`config.mk`:
```
export PLATFORM = sky130hd
export DESIGN_NAME = uart_tx_arbiter_flat
export DESIGN_NICKNAME = d
export VERILOG_FILES = /design/src/rtl/uart_tx_arbiter_if.sv /design/src/rtl/uart_tx_arbiter.sv /design/src/flat_wrapper.sv
export SDC_FILE = /design/constraint.sdc
export NUM_CORES = 1
export LEC_CHECK = 0
export ABC_AREA = 1
export BUFFER_PORTS_ARGS = -buffer_cell sky130_fd_sc_hd__buf_2
export CAP_MARGIN = 20
export CORE_MARGIN = 2
export CORE_UTILIZATION = 50
export CTS_BUF_LIST = sky130_fd_sc_hd__clkbuf_4 sky130_fd_sc_hd__clkbuf_8
export DETAILED_ROUTE_END_ITERATION = 10
export GPL_ROUTABILITY_DRIVEN = 1
export HOLD_SLACK_MARGIN = 0.12
export MAX_ROUTING_LAYER = met4
export PLACE_DENSITY = 0.9
export SYNTH_ARGS = -nofsm -noshare
export SYNTH_HDL_FRONTEND = slang
export SYNTH_SLANG_ARGS = --single-unit
```
`constraint.sdc`:
```
create_clock -name clk_50mhz -period 2 [get_ports clk_50mhz]
set_clock_uncertainty 0.1 [all_clocks]
set_input_delay 0.4 -clock clk_50mhz [delete_from_list [all_inputs] [get_ports clk_50mhz]]
set_output_delay 0.4 -clock clk_50mhz [all_outputs]
set_load 0.01 [all_outputs]
```
`src/rtl/uart_tx_arbiter_if.sv`:
```
// uart_tx_arbiter_if: requester, transmitter and status signals of the UART
// transmit arbiter. The master modport is the client/transmitter side, the
// slave modport is the arbiter itself.
interface uart_tx_arbiter_if #(
  parameter int NUM_REQ = 4
);
  localparam int IDW = (NUM_REQ > 1) ? $clog2(NUM_REQ) : 1;

  logic [NUM_REQ-1:0]   req;
  logic [8*NUM_REQ-1:0] req_data;
  logic [NUM_REQ-1:0]   req_lock;
  logic [NUM_REQ-1:0]   ack;
  logic [7:0]           tx_data;
  logic                 tx_write_enable;
  logic                 tx_active;
  logic                 busy;
  logic [IDW-1:0]       grant_id;
  logic                 timeout_err;

  modport master (
    output req, req_data, req_lock, tx_active,
    input  ack, tx_data, tx_write_enable, busy, grant_id, timeout_err
  );

  modport slave (
    input  req, req_data, req_lock, tx_active,
    output ack, tx_data, tx_write_enable, busy, grant_id, timeout_err
  );
endinterface

```
`src/rtl/uart_tx_arbiter.sv`:
```
// uart_tx_arbiter: round-robin sharing of one UART transmitter among NUM_REQ
// byte requesters. One byte at a time: grant, load, wait for the frame to
// start (with a start timeout), wait for the frame to end.
// Optional feature: define UART_ARB_LOCK_EN to let the last grantee keep the
// transmitter while it holds req_lock together with req.
module uart_tx_arbiter #(
  parameter int NUM_REQ       = 4,
  parameter int START_TIMEOUT = 16
) (
  input logic             clk_50mhz,
  input logic             rst_n,
  uart_tx_arbiter_if.slave bus
);
  localparam int IDW = (NUM_REQ > 1) ? $clog2(NUM_REQ) : 1;

  typedef enum logic [1:0] {
    IDLE,
    LOAD,
    WAIT_START,
    WAIT_DONE
  } state_t;

  state_t         state;
  logic [IDW-1:0] last;
  logic [7:0]     start_cnt;
  logic [7:0]     start_cnt_next;
  logic [IDW-1:0] winner;
  logic           found;
  int             scan_idx;

  assign start_cnt_next = start_cnt + 8'd1;

`ifndef UART_ARB_LOCK_EN
  logic lock_unused;
  assign lock_unused = &bus.req_lock;
`endif

  // Pick the next requester scanning upward from last+1 with wrap-around.
  always_comb begin
    winner   = last;
    found    = 1'b0;
    scan_idx = 0;
    for (int off = 1; off <= NUM_REQ; off++) begin
      scan_idx = int'(last) + off;
      if (scan_idx >= NUM_REQ) scan_idx = scan_idx - NUM_REQ;
      if (!found && bus.req[scan_idx]) begin
        winner = IDW'(scan_idx);
        found  = 1'b1;
      end
    end
`ifdef UART_ARB_LOCK_EN
    if (bus.req_lock[last] && bus.req[last]) winner = last;
`endif
  end

  // Arbitration FSM; every output is a register updated here.
  always_ff @(posedge clk_50mhz or negedge rst_n) begin
    if (!rst_n) begin
      state               <= IDLE;
      last                <= IDW'(NUM_REQ - 1);
      start_cnt           <= 8'd0;
      bus.tx_data         <= 8'h00;
      bus.grant_id        <= '0;
      bus.tx_write_enable <= 1'b0;
      bus.ack             <= '0;
      bus.busy            <= 1'b0;
      bus.timeout_err     <= 1'b0;
    end else begin
      bus.tx_write_enable <= 1'b0;
      bus.ack             <= '0;
      bus.timeout_err     <= 1'b0;
      case (state)
        IDLE: begin
          if (bus.req != '0 && !bus.tx_active) begin
            bus.grant_id        <= winner;
            bus.tx_data         <= bus.req_data[8*int'(winner) +: 8];
            bus.tx_write_enable <= 1'b1;
            bus.ack             <= {{(NUM_REQ-1){1'b0}}, 1'b1} << winner;
            bus.busy            <= 1'b1;
            last                <= winner;
            state               <= LOAD;
          end
        end
        LOAD: begin
          start_cnt <= 8'd0;
          state     <= WAIT_START;
        end
        WAIT_START: begin
          if (bus.tx_active) begin
            state <= WAIT_DONE;
          end else if (start_cnt_next == 8'(START_TIMEOUT - 1)) begin
            start_cnt       <= start_cnt_next;
            bus.timeout_err <= 1'b1;
            bus.busy        <= 1'b0;
            state           <= IDLE;
          end else begin
            start_cnt <= start_cnt_next;
          end
        end
        WAIT_DONE: begin
          if (!bus.tx_active) begin
            bus.busy <= 1'b0;
            state    <= IDLE;
          end
        end
        default: begin
          bus.busy <= 1'b0;
          state    <= IDLE;
        end
      endcase
    end
  end
endmodule

```
`src/flat_wrapper.sv`:
```
// flat-port wrapper written by rule: the top's interface ports become plain ports
module uart_tx_arbiter_flat 
#(
  parameter int NUM_REQ       = 4,
  parameter int START_TIMEOUT = 16
)
  (clk_50mhz, rst_n, bus_req, bus_req_data, bus_req_lock, bus_tx_active, bus_ack, bus_tx_data, bus_tx_write_enable, bus_busy, bus_grant_id, bus_timeout_err);
  uart_tx_arbiter_if #(.NUM_REQ(NUM_REQ)) bus_i ();
  input logic clk_50mhz;
  input logic rst_n;
  input wire logic [$bits(bus_i.req)-1:0] bus_req;
  input wire logic [$bits(bus_i.req_data)-1:0] bus_req_data;
  input wire logic [$bits(bus_i.req_lock)-1:0] bus_req_lock;
  input wire logic [$bits(bus_i.tx_active)-1:0] bus_tx_active;
  output wire logic [$bits(bus_i.ack)-1:0] bus_ack;
  output wire logic [$bits(bus_i.tx_data)-1:0] bus_tx_data;
  output wire logic [$bits(bus_i.tx_write_enable)-1:0] bus_tx_write_enable;
  output wire logic [$bits(bus_i.busy)-1:0] bus_busy;
  output wire logic [$bits(bus_i.grant_id)-1:0] bus_grant_id;
  output wire logic [$bits(bus_i.timeout_err)-1:0] bus_timeout_err;
  assign bus_i.req = bus_req;
  assign bus_i.req_data = bus_req_data;
  assign bus_i.req_lock = bus_req_lock;
  assign bus_i.tx_active = bus_tx_active;
  assign bus_ack = bus_i.ack;
  assign bus_tx_data = bus_i.tx_data;
  assign bus_tx_write_enable = bus_i.tx_write_enable;
  assign bus_busy = bus_i.busy;
  assign bus_grant_id = bus_i.grant_id;
  assign bus_timeout_err = bus_i.timeout_err;
  uart_tx_arbiter #(.NUM_REQ(NUM_REQ), .START_TIMEOUT(START_TIMEOUT)) u_core (.clk_50mhz(clk_50mhz), .rst_n(rst_n), .bus(bus_i));
endmodule
```
After elaboration in Yosys (flattened, before gate mapping)
Cells that the tools add are included.
- add/subtract/negate cells: 9
- $lt $le $gt $ge: 8
- equal/unequal tests: 9
- shifts and indexed selects: 2
- mux-type cells: 42
- reductions and logical operators: 16
- operators with widths (cell ; count):
    $ge 32x4->1 const B ; 4
    $lt 32x4->1 const B ; 4
    $mux 32 ; 4
    $sub 32x4->32 const B ; 4
    $shiftx 32x6->8 ; 1
    $mux 1 ; 20
    $mux 2 ; 8
    $pmux 8 s2 ; 1
    $add 8x1->8 const B ; 1
    $bmux 1 s2 ; 4
    $eq 8x4->1 const B ; 1
    $mux 4 ; 2
    $mux 8 ; 1
    $pmux 2 s4 ; 1
    $add 2x2->3 const B ; 2
    $reduce_and 5->1 ; 1
    $add 2x3->4 const B ; 1
    $eq 2x2->1 const B ; 2
    $logic_and 1x1->1 ; 4
    $logic_not 1->1 ; 4
    $ne 2x1->1 const B ; 2
    $ne 2x2->1 const B ; 2
    $reduce_and 2->1 ; 2
    $reduce_bool 4->1 ; 1
    9 further kinds ; 9
- register bits: 29
- input port bits: 43
- output and inout bits: 17
- word-level logic and storage cells: 95

Longest topological paths before layout
Gate-level depths: netlist of the first run.
- depth in word-level cells: 19
- depth in mapped cells: 15
- gate-level depth less buffers: 13

Worst setup path before layout of the first run
No wires, ideal clock.
- path type: flip-flop to flip-flop
- start: register u_core.last[0]
- end: register u_core.bus.tx_data[0]
- setup time: 0.124 ns
- arrival: 1.603 ns
- setup slack: 0.172 ns
- cell stages (with the launch flop): 16
- buffers on the path: 2
- cells stage by stage: dfstp_2 buf_6 inv_8 nand2_1 nand2_2 nand2_2 nand2_2 inv_4 nand2_2 nand2_4 nand2_8 buf_12 nand2_2 nand2_1 nand3_1 nand3_1
- word-level cells in the longest chain between the ends: 17
- elaborated cells between the ends (all ways): 42
- those cells by class: add/sub (8); order compare (4); shift (1); mux (23); reduce/logical (6)
- RTL lines (item ; RTL line ; RTL):
    start: declaration ; uart_tx_arbiter.sv:24 ; logic [IDW-1:0] last;
    start signal: assignment ; uart_tx_arbiter.sv:60 ; last <= IDW'(NUM_REQ - 1);
    start signal: assignment ; uart_tx_arbiter.sv:80 ; last <= winner;
    $add 2x1->3 ; uart_tx_arbiter.sv:44 ; scan_idx = int'(last) + off;
    $sub 32x4->32 / $ge 32x4->1 (equally long branches) ; uart_tx_arbiter.sv:45 ; if (scan_idx >= NUM_REQ) scan_idx = scan_idx - NUM_REQ;
    $mux 32 ; uart_tx_arbiter.sv:45 ;
    $bmux 1 s2 ; uart_tx_arbiter.sv:46 ; if (!found && bus.req[scan_idx]) begin
    $mux 1 (not written as such) (2 in series) ; uart_tx_arbiter.sv:46 ;
    $mux 1 ; uart_tx_arbiter.sv:46 ;
    $logic_not 1->1 ; uart_tx_arbiter.sv:46 ;
    $logic_and 1x1->1 ; uart_tx_arbiter.sv:46 ;
    $mux 1 ; uart_tx_arbiter.sv:46 ;
    $logic_not 1->1 ; uart_tx_arbiter.sv:46 ;
    $logic_and 1x1->1 ; uart_tx_arbiter.sv:46 ;
    $mux 1 ; uart_tx_arbiter.sv:46 ;
    $logic_not 1->1 ; uart_tx_arbiter.sv:46 ;
    $logic_and 1x1->1 ; uart_tx_arbiter.sv:46 ;
    $mux 2 (*) ; uart_tx_arbiter.sv:46 ;
    $shiftx 32x6->8 (*) ; uart_tx_arbiter.sv:76 ; bus.tx_data <= bus.req_data[8*int'(winner) +: 8];
    end signal: assignment ; uart_tx_arbiter.sv:76 ;
    end: declaration ; uart_tx_arbiter_if.sv:27 ; output ack, tx_data, tx_write_enable, busy, grant_id, timeout_err
Mark *: on every way between the ends. The rest lies on a longest branch, timed or not. The select of a mux whose other input is x is not followed.
A chain may end at the register's enable or synchronous reset.

Worst setup path in the final report of the first run
- start: register u_core.last[0]
- end: register u_core.bus.tx_data[4]
Same word-level chain as after synthesis.

==> key figures, run 1 <==
Routing
  • Drt wl/cell: 12.4 um
  • First-pass DRT Iterations: 6
  • Routed Antenna Nets: 0
  • Via/cell ratio: 5.08
  • Initial drt markers: 140
  • Total Routed Length: 4480 um
  • # DRC: 0
  • Vias: 1827

STA
  • Setup_tns: 0 ns
  • WHS: 0.263 ns
  • Final Max Tran Viols: 0
  • Min Tclk post-route: 1.92 ns
  • Slew @ Worst Pin: 0.628 ns
  • Hold violation count in the final report: 0
  • Slew headroom: 58.1%
  • Fmax: 522 MHz
  • Setup violations, final: 0
  • Fin crit share: 95.9%

Clocking
  • CTS tree: done
  • Clock Path Buffers: 2
  • Reg clk slew, reported paths: 0.09 ns
  • Skew-Pair Late Insertion Delay: 0.33 ns
  • CTS buffer count: 5
  • Clk sink count: 29
  • Clock root buffer: clkbuf_4
  • H-tree Lvls: 2

Synth
  • Top FF cell, synth: dfrtp_1
  • Seq/Total Area, Yosys: 39.9%
  • Syn. warnings: 0
  • Post-Synthesis Cell Area: 1830 um^2
  • Netlist cell types: 33
  • Post-Syn Instances: 241
  • FF+latch count, synth: 29
  • Asr flop ratio synth: 100%
  • Mean Syn Cell Area: 7.57 um^2
  • Syn Nets: 286
  • Count of flip-flops with a built-in enable after synthesis: 0

Die
  • IO Pins: 60
  • Starting density of the core: 53.4%
  • Core Rows: 21
  • Die ar.: 4150 um^2
  • Core footprint: 3420 um^2
  • Die Ht: 64.4 um
  • Die width: 64.4 um

Placed design
  • Number of port buffers: 55
  • GP Congestion: 0.820
  • Cell count after placement: 345
  • Post-DP HPWL: 3170 um

GRT
  • First-pass GRT wire length: 7300 um
  • Remaining global-route overflow: 0
  • Antenna violations before repair: 0
  • Global-route usage over all layers: 22.9%
  • Largest net degree at the start of global routing: 30
  • Number of global-route vias before repair: 1699

Setup path
  • Worst path cell trace: buf_12 > inv_8 > nand2_1 > nand2_2 > nand2_2 > nand2_4 > inv_4 > nand3_1 > nand3_2 > nand2_4 > buf_4 > nand3_1 > nand3_1
  • WP buf/inv: 4
  • Worst-path maximum fanout: 7
  • CP startpoint: u_core.last[0]$_DFFE_PN1P_
  • CP Capture Type: flop
  • WP data required: 2.12 ns
  • Slowest-stage cell, CP: dfstp_2
  • Reg-to-reg endpoint: u_core.bus.tx_data[4]$_DFFE_PN0P_
  • CP Class: flop to flop
  • Worst EP arrival: 2.03 ns
  • Launching point of the worst reg2reg path: u_core.last[0]$_DFFE_PN1P_
  • CP delay by family, top: simple AND/OR/NAND/NOR gates
  • Worst path max stage delay: 0.57 ns
  • R2R cell count: 13
  • Most common cell on crit path: nand3_1
  • Critical Path Start Type: flop
  • Worst R2R Setup Slack: 0.08 ns

Layout
  • Diodes inserted: 0
  • Final #Nets: 358
  • Post-Layout Cell Count: 360
  • Syn-to-layout area delta: 29.6%
  • Layout fillers: 291
  • Share of layout cells above drive strength 1: 37.6%

Run
  • Max-cap viol count: 0

Worst hold path
  • Hold Crit Start: bus_tx_active
  • Hold WC Path Type: input pin to flop
  • Hold path cells: 3
  • Hold Path End: u_core.state[0]$_DFFE_PN0P_

Power
  • Final Power: 3.87 mW
  • P per Cell Area: 1640 nW/um^2
  • Max IR drop VDD: 1.00 mV
  • Leak: 1.27 nW

Status
  • Status: complete, no violations
synth_stat cells (2+ instances only):
cell type,instances,area [um^2]
a21oi_1,3,15.0
buf_4,2,15.0
buf_6,2,22.5
dfrtp_1,27,676
dfstp_2,2,52.6
ha_1,2,25.0
inv_1,14,52.6
inv_2,2,7.51
nand2_1,79,297
nand2_2,18,113
nand2_4,2,22.5
nand3_1,44,220
nor2_1,11,41.3
o21ai_0,7,35.0
o22ai_1,3,18.8
xor2_1,6,52.6
per-stage QoR:
step                utilization [%]  setup slack (ns)  cell area, um^2
floorplan                         -             0.172             1830
global placement               64.2             0.135             2190
detailed placement             64.2            0.0885             2190
CTS                            66.1            0.0562             2260
global route                   69.3           -0.0248             2370
finish                         69.3            0.0828             2370
tightest hold or removal path, cell delays in order:
cell and delay [ns]:
buf_2 0.09, o211ai_1 0.09, o31ai_1 0.07
sequential cells by signal (all words and copies together), names as in the netlist:
register                    flops
u_core.bus.busy                 1
u_core.bus.ack                  4
u_core.bus.tx_write_enable      1
u_core.start_cnt                8
u_core.bus.tx_data              8
u_core.bus.grant_id             2
u_core.bus.timeout_err          1
u_core.state                    2
u_core.last                     2
cell usage in the layout (no fill, tap or decap), types with 3 or more instances in the layout:
| cell | count |
|---|---|
| buf_4 | 11 |
| nand3_1 | 43 |
| buf_2 | 55 |
| nand2_4 | 4 |
| inv_1 | 14 |
| clkbuf_4 | 6 |
| nand2_2 | 22 |
| clkinv_2 | 3 |
| o22ai_1 | 3 |
| nand2_1 | 73 |
| buf_12 | 3 |
| o21ai_0 | 6 |
| dfrtp_1 | 27 |
| xor2_1 | 6 |
| a21oi_1 | 3 |
| nor2_1 | 11 |
per-layer routing:
| metal | global-route usage (%) | routed length, um |
|---|---|---|
| met1 | 27.0 | 1840 |
| met2 | 39.2 | 2270 |
| met3 | 5.03 | 285 |
| met4 | 7.45 | 80 |
| met5 | - | 0 |
power breakdown:
| part | internal, mW | leakage (nW) | switching, mW |
|---|---|---|---|
| Clock | 0.147 | 0.0354 | 0.201 |
| Combinational | 1.06 | 0.860 | 1.54 |
| Sequential | 0.782 | 0.376 | 0.146 |
| Total | 1.99 | 1.27 | 1.88 |
layout make-up:
| type | instances | area [um^2] | area share (%) |
|---|---|---|---|
| Clock buffer | 6 | 45.0 | 1.90 |
| Clock inverter | 2 | 10.0 | 0.423 |
| Inverter | 19 | 82.6 | 3.49 |
| Multi-Input combinational cell | 187 | 990 | 41.8 |
| Sequential cell | 29 | 728 | 30.8 |
| Tap cell | 46 | 57.6 | 2.43 |
| Timing Repair Buffer | 71 | 453 | 19.1 |
cell families after synthesis:
family	synth area share (%)
and+or+nand+nor	42.2
adders and majority gates	1.37
DFF	39.9
xor gates and xnor gates	2.88
buffers and inverters	8.16
AOI/OAI and AO/OA	5.55
what timing repair did:
| item | CTS | global route |
|---|---|---|
| resized for setup | 0 | 13 |
| setup endpoints to repair | 0 | 12 |
| hold endpoints to repair | 27 | 0 |
| buffers inserted | 0 | 4 |
| hold buffers | 1 | 0 |
worst max path at each step:
stage,end,cells past startpoint
finish,u_core.bus.tx_data[4]$_DFFE_PN0P_,13
global route,u_core.bus.tx_data[4]$_DFFE_PN0P_,13
CTS,u_core.bus.tx_data[7]$_DFFE_PN0P_,12
detailed placement,u_core.bus.tx_data[7]$_DFFE_PN0P_,12
global placement,u_core.bus.ack[3]$_DFF_PN0_,12
floorplan,u_core.bus.tx_data[0]$_DFFE_PN0P_,15
Note: power is estimated with default switching activity, not from simulation.
==> inputs of run 2 (changes only) <==
Settings changed: CORE_UTILIZATION 50 to 42, PLACE_DENSITY 0.9 to 0.79.
==> run 2 against run 1 <==
Net effect: core utilization down 6.7 points; design area is 8.0% higher; sequential cell count unchanged; register-to-register slack got worse by 0.04 ns; worst hold slack better by 0.048 ns; total power is 12% higher; first-iteration DRC count decreased by 39%; combinational power grew 12%; routed wire length increased by 0.29%.
==> key figures, run 2 (synthesized netlist as in run 1, its figures left out) <==
Status
  • Status: complete, no violations

Layout
  • Largest regs: u_core.bus.tx_data: 8 flops, u_core.start_cnt: 8 flops, u_core.bus.ack: 4 flops
  • Share of layout cells above drive strength 1: 43.5% (+5.9 points)
  • Layout fillers: 333 (+14%)
  • Syn-to-layout area delta: 40.0%
  • Most frequent cells in the layout: nand2_1 (65), buf_2 (55), nand3_1 (33)
  • Diodes inserted: 0 (unchanged)
  • Post-route cell area: 2550 um^2 (+8.0%)
  • Final #Nets: 359 (+0.28%)
  • Most common cell after layout, fill and taps aside: nand2_1

GRT
  • Number of global-route vias before repair: 1607 (-5.4%)
  • Antenna violations before repair: 0 (unchanged)
  • Remaining global-route overflow: 0 (unchanged)
  • Largest net degree at the start of global routing: 30 (unchanged)
  • Global-route usage over all layers: 18.3% (-4.6 points)
  • First-pass GRT wire length: 7040 um (-3.6%)

Clocking
  • CTS tree: done
  • Clock root buffer: clkbuf_8
  • Skew-Pair Late Insertion Delay: 0.27 ns (-0.06 ns)
  • Clk sink count: 29 (unchanged)
  • Clock Path Buffers: 2 (unchanged)
  • CTS buffer count: 5 (unchanged)
  • Reg clk slew, reported paths: 0.07 ns (-0.02 ns)
  • H-tree Lvls: 2 (unchanged)

Worst hold path
  • Hold WC Path Type: input pin to flop
  • Hold Path End: u_core.state[0]$_DFFE_PN0P_
  • Hold path cells: 3 (unchanged)
  • Hold Crit Start: bus_tx_active

Die
  • Die Ht: 69.9 um (+8.5%)
  • Core Rows: 23 (+9.5%)
  • Die width: 69.9 um (+8.5%)
  • Die ar.: 4890 um^2 (+18%)
  • IO Pins: 60 (unchanged)
  • Starting density of the core: 44.7% (-8.8 points)
  • Core footprint: 4090 um^2 (+20%)

Setup path
  • CP Class: flop to flop
  • Launching point of the worst reg2reg path: u_core.last[0]$_DFFE_PN1P_
  • Critical Path Start Type: flop
  • Worst path cell trace: buf_6 > nand2_2 > nand2_4 > nand2_2 > nand2_2 > nand2_4 > nand3_4 > clkbuf_16 > nand3_1 > nand2_1 > nand3_1 > nand3_1
  • Slowest-stage cell, CP: dfstp_2
  • Worst path max stage delay: 0.61 ns (+0.04 ns)
  • Reg-to-reg endpoint: u_core.bus.tx_data[6]$_DFFE_PN0P_
  • WP data required: 2.12 ns (about the same)
  • CP Capture Type: flop
  • Worst-path maximum fanout: 7 (unchanged)
  • R2R cell count: 12 (-1)
  • Worst EP arrival: 2.07 ns (+0.04 ns)
  • Worst R2R Setup Slack: 0.04 ns (-0.04 ns)

Placed design
  • Number of port buffers: 55 (unchanged)
  • Post-DP HPWL: 3120 um (-1.7%)
  • Post-DP Area: 2190 um^2 (-0.11%)
  • GP Congestion: 0.830 (+1.3%)

Routing
  • Routed Antenna Nets: 0 (unchanged)
  • Via/cell ratio: 5.07 (-0.18%)
  • Vias: 1849 (+1.2%)
  • Initial drt markers: 85 (-39%)
  • First-pass DRT Iterations: 4 (-2)
  • Total Routed Length: 4490 um (+0.29%)
  • # DRC: 0 (unchanged)
  • Drt wl/cell: 12.3 um (-1.1%)

STA
  • Hold violation count in the final report: 0 (unchanged)
  • Final Max Tran Viols: 0 (unchanged)
  • WHS: 0.311 ns (+0.0480 ns)
  • Slew @ Worst Pin: 0.633 ns (+0.00501 ns)
  • Fmax: 510 MHz (-2.1%)
  • Setup violations, final: 0 (unchanged)
  • Min Tclk post-route: 1.96 ns (+0.0418 ns)
  • Slew headroom: 57.8% (-0.33 points)
  • Fin crit share: 98.0% (+2.1 points)
  • RSZ-0062 raised after global routing: true

Power
  • P per Cell Area: 1710 nW/um^2 (+4.1%)
  • Max IR drop VDD: 1.09 mV (+9.3%)
  • Leak: 1.35 nW (+6.0%)

Run
  • Max-cap viol count: 0 (unchanged)
==> run 2: timing repair <==
item / 4_1_cts / 5_1_grt
endpoints found under the setup margin: 0 / 11
hold buffers: 1 / 0
hold endpoints to repair: 27 / 0
buffers inserted: 0 / 5
gates resized for setup: 0 / 40
==> run 2: layer usage <==
metal  wire length, um  part of all wire, %  vias up  global-route usage (%)
met4                40                 0.89        0                    5.77
met1              1940                   43      842                    23.4
met3               247                  5.5        6                    4.04
met5                 0                    0        -                       -
met2              2260                   50       72                    29.0
li1                  -                    -      929                       -
==> run 2: cell type report <==
type | instances | area [um^2] | area share, %
clock buffer | 6 | 82.6 | 3.23
clock inverter | 2 | 13.8 | 0.539
inverter | 19 | 82.6 | 3.23
multi-input combinational | 187 | 1110 | 43.5
sequential | 29 | 728 | 28.5
tap | 50 | 62.6 | 2.45
timing repair buffer | 72 | 473 | 18.5
==> run 2: metrics by stage <==
stage               worst slack, ns  instances  setup TNS, ns  util, %  total power, mW
finish                       0.0410        365              0     62.5             4.36
global placement              0.130        348              0     53.6             3.16
global route                -0.0535        365         -0.395     62.5             4.71
CTS                          0.0919        357              0     56.2             3.71
floorplan                     0.172        241              0        -             2.66
detailed placement            0.102        348              0     53.6             3.19
==> run 2: worst max-delay path by stage <==
stage,to,slack [ns],start,cells after the start
global placement,u_core.bus.tx_data[2]$_DFFE_PN0P_,0.13,u_core.last[0]$_DFFE_PN1P_,12
detailed placement,u_core.bus.tx_data[0]$_DFFE_PN0P_,0.10,u_core.last[0]$_DFFE_PN1P_,12
floorplan,u_core.bus.tx_data[0]$_DFFE_PN0P_,0.17,u_core.last[0]$_DFFE_PN1P_,15
finish,u_core.bus.tx_data[6]$_DFFE_PN0P_,0.04,u_core.last[0]$_DFFE_PN1P_,12
global route,u_core.bus.tx_data[2]$_DFFE_PN0P_,-0.05,u_core.last[0]$_DFFE_PN1P_,13
CTS,u_core.bus.tx_data[2]$_DFFE_PN0P_,0.09,u_core.last[0]$_DFFE_PN1P_,12
==> run 2: worst max-delay path, delay by kind of cell, from the launching register on <==
| family | cells | cell delay, ns |
|---|---|---|
| AND/OR/NAND/NOR | 10 | 0.83 |
| flip-flops | 1 | 0.61 |
| buffers and inverters | 2 | 0.35 |
==> run 2: power by group <==
part | total, mW | switching (mW) | internal [mW]
Clock | 0.503 | 0.225 | 0.278
Combinational | 2.92 | 1.70 | 1.22
Sequential | 0.933 | 0.149 | 0.784
